$ cat src/rtl/sdram_arb_pkg.sv
// Shared types and constants for the two-port SDRAM arbiter.
// SDRAM_ARB_TIMEOUT_EN enables the WAIT timeout abort in sdram_arbiter.
package sdram_arb_pkg;

    localparam int ADDR_W = 23;
    localparam int DATA_W = 8;

    localparam logic P0 = 1'b0;
    localparam logic P1 = 1'b1;

    typedef enum logic [1:0] {
        ST_IDLE  = 2'd0,
        ST_ISSUE = 2'd1,
        ST_WAIT  = 2'd2
    } arb_state_e;

    typedef struct packed {
        logic              wren;
        logic [ADDR_W-1:0] addr;
        logic [DATA_W-1:0] data;
    } mem_cmd_t;

endpackage

$ cat src/rtl/sdram_arb_slot.sv
// Per-port capture slot: latches one command and holds busy until cleared.
module sdram_arb_slot
    import sdram_arb_pkg::*;
(
    input  logic              i_clk,
    input  logic              i_rst_n,
    input  logic              i_request,
    input  logic              i_wren,
    input  logic [ADDR_W-1:0] i_address,
    input  logic [DATA_W-1:0] i_data,
    input  logic              i_clear,
    output logic              o_busy,
    output mem_cmd_t          o_cmd
);

    logic     busy_q, busy_d;
    mem_cmd_t cmd_q, cmd_d;

    always_comb begin
        busy_d = busy_q;
        cmd_d  = cmd_q;
        if (i_clear) begin
            busy_d = 1'b0;
        end else if (i_request && !busy_q) begin
            busy_d = 1'b1;
            cmd_d  = '{wren: i_wren, addr: i_address, data: i_data};
        end
    end

    always_ff @(posedge i_clk or negedge i_rst_n) begin
        if (!i_rst_n) begin
            busy_q <= 1'b0;
            cmd_q  <= '0;
        end else begin
            busy_q <= busy_d;
            cmd_q  <= cmd_d;
        end
    end

    assign o_busy = busy_q;
    assign o_cmd  = cmd_q;

endmodule

$ cat src/rtl/sdram_arbiter.sv
// Round-robin arbiter between fetch (p0) and data (p1) ports for one SDRAM controller.
// Define SDRAM_ARB_TIMEOUT_EN to abort WAIT after TIMEOUT_CYCLES with o_P_err.
module sdram_arbiter
    import sdram_arb_pkg::*;
#(
    parameter int TIMEOUT_CYCLES = 256
) (
    input  logic              i_clk,
    input  logic              i_rst_n,
    input  logic              i_p0_request,
    input  logic              i_p0_wren,
    input  logic [ADDR_W-1:0] i_p0_address,
    input  logic [DATA_W-1:0] i_p0_data,
    output logic [DATA_W-1:0] o_p0_data,
    output logic              o_p0_done,
    output logic              o_p0_busy,
    output logic              o_p0_err,
    input  logic              i_p1_request,
    input  logic              i_p1_wren,
    input  logic [ADDR_W-1:0] i_p1_address,
    input  logic [DATA_W-1:0] i_p1_data,
    output logic [DATA_W-1:0] o_p1_data,
    output logic              o_p1_done,
    output logic              o_p1_busy,
    output logic              o_p1_err,
    output logic              o_mem_request,
    output logic              o_mem_wren,
    output logic [ADDR_W-1:0] o_mem_address,
    output logic [DATA_W-1:0] o_mem_data,
    input  logic [DATA_W-1:0] i_mem_data,
    input  logic              i_mem_done
);

    logic [1:0] busy;
    logic [1:0] clear;
    mem_cmd_t   cmd [2];

    sdram_arb_slot u_slot0 (
        .i_clk     (i_clk),
        .i_rst_n   (i_rst_n),
        .i_request (i_p0_request),
        .i_wren    (i_p0_wren),
        .i_address (i_p0_address),
        .i_data    (i_p0_data),
        .i_clear   (clear[P0]),
        .o_busy    (busy[P0]),
        .o_cmd     (cmd[P0])
    );

    sdram_arb_slot u_slot1 (
        .i_clk     (i_clk),
        .i_rst_n   (i_rst_n),
        .i_request (i_p1_request),
        .i_wren    (i_p1_wren),
        .i_address (i_p1_address),
        .i_data    (i_p1_data),
        .i_clear   (clear[P1]),
        .o_busy    (busy[P1]),
        .o_cmd     (cmd[P1])
    );

    arb_state_e        state_q, state_d;
    logic              gnt_q, gnt_d;
    logic              last_q, last_d;
    logic              mem_req_q, mem_req_d;
    mem_cmd_t          mem_cmd_q, mem_cmd_d;
    logic [1:0]        done_q, done_d;
    logic [1:0]        err_q, err_d;
    logic [DATA_W-1:0] rdata_q [2];
    logic [DATA_W-1:0] rdata_d [2];

`ifdef SDRAM_ARB_TIMEOUT_EN
    localparam int CNT_W = $clog2(TIMEOUT_CYCLES + 1);
    logic [CNT_W-1:0] cnt_q, cnt_d;
`endif

    always_comb begin
        state_d   = state_q;
        gnt_d     = gnt_q;
        last_d    = last_q;
        mem_req_d = 1'b0;
        mem_cmd_d = mem_cmd_q;
        done_d    = 2'b00;
        err_d     = 2'b00;
        rdata_d   = rdata_q;
        clear     = 2'b00;
`ifdef SDRAM_ARB_TIMEOUT_EN
        cnt_d     = cnt_q;
`endif
        unique case (state_q)
            ST_IDLE: begin
                if (&busy) begin
                    gnt_d = ~last_q;
                end else if (busy[P0]) begin
                    gnt_d = P0;
                end else if (busy[P1]) begin
                    gnt_d = P1;
                end
                if (|busy) begin
                    state_d = ST_ISSUE;
                    last_d  = gnt_d;
                end
            end
            ST_ISSUE: begin
                mem_req_d = 1'b1;
                mem_cmd_d = cmd[gnt_q];
                state_d   = ST_WAIT;
`ifdef SDRAM_ARB_TIMEOUT_EN
                cnt_d     = '0;
`endif
            end
            ST_WAIT: begin
                if (i_mem_done) begin
                    done_d[gnt_q] = 1'b1;
                    clear[gnt_q]  = 1'b1;
                    state_d       = ST_IDLE;
                    if (!mem_cmd_q.wren) begin
                        rdata_d[gnt_q] = i_mem_data;
                    end
                end
`ifdef SDRAM_ARB_TIMEOUT_EN
                else if (cnt_q == CNT_W'(TIMEOUT_CYCLES - 1)) begin
                    done_d[gnt_q] = 1'b1;
                    err_d[gnt_q]  = 1'b1;
                    clear[gnt_q]  = 1'b1;
                    state_d       = ST_IDLE;
                end else begin
                    cnt_d = cnt_q + 1'b1;
                end
`endif
            end
            default: state_d = ST_IDLE;
        endcase
    end

    always_ff @(posedge i_clk or negedge i_rst_n) begin
        if (!i_rst_n) begin
            state_q    <= ST_IDLE;
            gnt_q      <= P0;
            last_q     <= P1;
            mem_req_q  <= 1'b0;
            mem_cmd_q  <= '0;
            done_q     <= 2'b00;
            err_q      <= 2'b00;
            rdata_q[0] <= '0;
            rdata_q[1] <= '0;
        end else begin
            state_q    <= state_d;
            gnt_q      <= gnt_d;
            last_q     <= last_d;
            mem_req_q  <= mem_req_d;
            mem_cmd_q  <= mem_cmd_d;
            done_q     <= done_d;
            err_q      <= err_d;
            rdata_q[0] <= rdata_d[0];
            rdata_q[1] <= rdata_d[1];
        end
    end

`ifdef SDRAM_ARB_TIMEOUT_EN
    always_ff @(posedge i_clk or negedge i_rst_n) begin
        if (!i_rst_n) begin
            cnt_q <= '0;
        end else begin
            cnt_q <= cnt_d;
        end
    end
`endif

    assign o_p0_data     = rdata_q[0];
    assign o_p1_data     = rdata_q[1];
    assign o_p0_done     = done_q[P0];
    assign o_p1_done     = done_q[P1];
    assign o_p0_err      = err_q[P0];
    assign o_p1_err      = err_q[P1];
    assign o_p0_busy     = busy[P0];
    assign o_p1_busy     = busy[P1];
    assign o_mem_request = mem_req_q;
    assign o_mem_wren    = mem_cmd_q.wren;
    assign o_mem_address = mem_cmd_q.addr;
    assign o_mem_data    = mem_cmd_q.data;

endmodule
$ cat config.mk
export PLATFORM = sky130hd
export DESIGN_NAME = sdram_arbiter
export DESIGN_NICKNAME = d
export VERILOG_FILES = /design/src/rtl/sdram_arb_pkg.sv /design/src/rtl/sdram_arb_slot.sv /design/src/rtl/sdram_arbiter.sv
export SDC_FILE = /design/constraint.sdc
export NUM_CORES = 1
export LEC_CHECK = 0
export BUFFER_PORTS_ARGS = -buffer_cell sky130_fd_sc_hd__clkbuf_2
export CAP_MARGIN = 20
export CORE_MARGIN = 8
export CORE_UTILIZATION = 52
export DETAILED_ROUTE_END_ITERATION = 7
export HOLD_SLACK_MARGIN = 0.05
export PLACE_DENSITY = 0.79
export SLEW_MARGIN = 20
export SYNTH_ARGS = -nofsm -noshare
export SYNTH_HDL_FRONTEND = slang
export SYNTH_SLANG_ARGS = --single-unit
$ cat constraint.sdc
create_clock -name i_clk -period 1.95 [get_ports i_clk]
set_clock_uncertainty 0.2 [all_clocks]
set_input_delay 0.2925 -clock i_clk [delete_from_list [all_inputs] [get_ports i_clk]]
set_output_delay 0.2925 -clock i_clk [all_outputs]
set_load 0.01 [all_outputs]
==> flow_summary_export.csv <==
group,metric,value,unit
outcome,status,"finished clean",
drt,vias,3481,
cells_and_area,layout-drive-gt1-share,44.7,%
grt,grt_pass1_wl,20000,um
pwr,p_total,0.0112,W
cells_and_area,area_growth,43.4,%
sta,final.min_clock_period,1.90,ns
cells_and_area,fill_cells,564,
sta,setup_viol,0,
drt,drtPass1Iterations,4,
floorplan,ioPinCount,132,
sta,fin_setup_tns,0,ns
floorplan,num_rows,35,
synth,synthMuxAreaShare,27.1,%
synth,synthXorXnorAreaFrac,0,%
cells_and_area,multi_input_area,1780,sq um
place,post-place-cells,571,
synth,ys_ff_latch,121,
place,io_buffers,129,
floorplan,coreArea,9200,sq um
synth,synth_top_family_by_area,"multiplexers",
cells_and_area,final-seq-area,3030,sq um
synth,netlist_area,4920,sq um
synth,syn_area_per_cell,14.4,sq um
sta,rsz0062_at_grt,"false",
cells_and_area,layout_common_cells,"128 x clkbuf_2, 119 x dfrtp_1, 77 x dlygate4sd3_1, 50 x mux2_2, 35 x nand2_1",
pwr,power.leakage,3.44,nW
job,max_cap_viol_count,0,
cts,cts_sinks,121,
synth,synthDistinctLibCells,25,
drt,routed_wl,12300,um
floorplan,die_h,113,um
sta,timing.slew.headroom,55.8,%
sta,holdWs,0.199,ns
synth,yosysWarningCount,0,
worst_setup_path,crit_fanout,14,
pwr,pwr_density_cell,1590,nW/um^2
place,dpl.hpwl,7590,um
drt,drt-wirelength-per-cell,18.2,um
sta,maxSlewViolCount,0,
cells_and_area,antennaDiodeCount,0,
synth,synth_adder_area_share,0,%
synth,seq_area_frac_synth,61.5,%
cells_and_area,final_common_cell,"clkbuf_2",
cts,cts.htree.levels,4,
drt,drc_errors,0,
cells_and_area,instances_no_fill,679,
drt,drtIter0Drc,123,
hold_path,hp-class,"primary input to async pin",
drt,ant_nets,0,
sta,hold_viol_final,0,
floorplan,die_area,12800,sq um
cts,root_buffer,"clkbuf_8",
sta,fmax,527,MHz
floorplan,start_util,53.5,%
cts,clock_path_buffers,2,
synth,synth-compound-area-share,3.94,%
cts,clock_latency,0.50,ns
sta,period_share,97.3,%
drt,avgViaCountPerCell,5.13,
worst_setup_path,start_kind,"primary input",
grt,grt_util_all_layers,19.9,%
worst_setup_path,end_kind,"register",
cts,cts_buffers,17,
worst_setup_path,cp.required,2.13,ns
grt,antenna_found_initial,0,
worst_setup_path,cp.arrival,2.07,ns
worst_setup_path,path_class,"primary input to register",
sta,worst_pin_slew,0.663,ns
place,place_area,5710,sq um
synth,yosys.area_share.simple,4.73,%
synth,syn_inst,341,
cells_and_area,finalNetCount,633,
floorplan,die_w,113,um
grt,grt_pass1_vias,3907,
cts,cts_tree,"yes",
cells_and_area,postLayoutCellArea,7060,sq um
place,gp_congestion,0.758,
grt,grt_max_degree,122,
grt,grt_overflow,0,
cts,clkTransAtPathRegs,0.06,ns
pwr,ir_drop,1.04,mV
-- registers in the layout, summed over array words and instances (netlist names) --
signal          cells
o_p0_data           8
o_mem_wren          1
u_slot0.o_busy      1
o_mem_request       1
u_slot0.o_cmd      32
last_q              1
u_slot1.o_busy      1
done_q              2
o_mem_address      23
state_q             2
o_p1_data           8
gnt_q               1
o_mem_data          8
u_slot1.o_cmd      32
-- area by class of cell --
type | instances | share of cell area, %
clock buffers | 18 | 5.92
clock inverters | 13 | 2.20
inverters | 2 | 0.106
multi-input cells | 199 | 25.3
flip-flops and latches | 121 | 42.9
well taps | 111 | 1.97
repair buffers | 215 | 21.6
-- through the flow --
step                setup slack, ns  utilization, %
global placement             0.0578            62.1
CTS                          0.0406            76.7
global route                0.00855            76.7
detailed placement           0.0115            62.1
floorplan                     0.179               -
finish                       0.0529            76.7
-- logic make-up after synthesis --
| kind of cell | after synthesis |
|---|---|
| muxes | 112 |
| other | 1 |
| AOI/OAI and AO/OA | 37 |
| buffers and inverters | 22 |
| DFF | 121 |
| and+or+nand+nor | 48 |
-- critical path: stages --
cell	delay [ns]
dlygate4sd3_1	0.56
clkbuf_2	0.14
nor4bb_4	0.17
nor3b_4	0.24
buf_4	0.33
mux2_4	0.33
-- Yosys cell counts, drive strengths merged --
| library cell | n | share of area, % |
|---|---|---|
| dfrtp | 120 | 61 |
| mux2 | 80 | 21 |
| nand2 | 35 | 2.7 |
| o21ai | 33 | 3.4 |
| mux2i | 32 | 6.5 |
| buf | 13 | 1.9 |
| clkbuf | 7 | 0.53 |
| nor2 | 5 | 0.38 |
| inv | 2 | 0.15 |
| nand2b | 2 | 0.25 |
| nor4bb | 2 | 0.71 |
| a21oi | 1 | 0.10 |
| a31oi | 1 | 0.13 |
| a32o | 1 | 0.20 |
| conb | 1 | 0.076 |
| dfstp | 1 | 0.53 |
| nand3b | 1 | 0.15 |
| nand4b | 1 | 0.18 |
| nor2b | 1 | 0.13 |
| nor3b | 1 | 0.25 |
| o21a | 1 | 0.15 |
-- where the power goes --
part           switching, W  internal [W]  leakage, nW
clock               0.00108       0.00193        0.276
combinational       0.00169       0.00201         1.69
sequential         0.000752       0.00375         1.47
total               0.00353       0.00769         3.44
-- path summary, 6_finish.rpt --
check,startpoint,endpoint,slack [ns],cells after the start
worst max-delay path,i_mem_done,u_slot0.o_cmd[25],0.05,6
worst min-delay path,i_rst_n,o_mem_address[8],0.20,3
worst max register to register,state_q[0],o_p0_data[1],0.06,4
worst min register to register,o_mem_address[8],o_mem_address[8],0.28,2
max in group asynchronous,i_rst_n,u_slot1.o_cmd[19],0.81,3
min in group i_clk,o_mem_address[8],o_mem_address[8],0.28,2
-- layer usage --
layer	wire, um	GRT usage [%]	vias up	share of wire (%)
met2	6260	34.2	115	51
met3	933	8.15	13	7.6
li1	-	-	1615	-
met1	5000	22.1	1738	40
met4	151	5.95	0	1.2
met5	0	0	-	0
-- what timing repair did --
action	CTS	global route
hold endpoints to repair	205	0
buffers inserted	0	0
resized for setup	1	0
setup endpoints to repair	13	0
hold buffers	77	0
(Power assumes the default switching activity.)
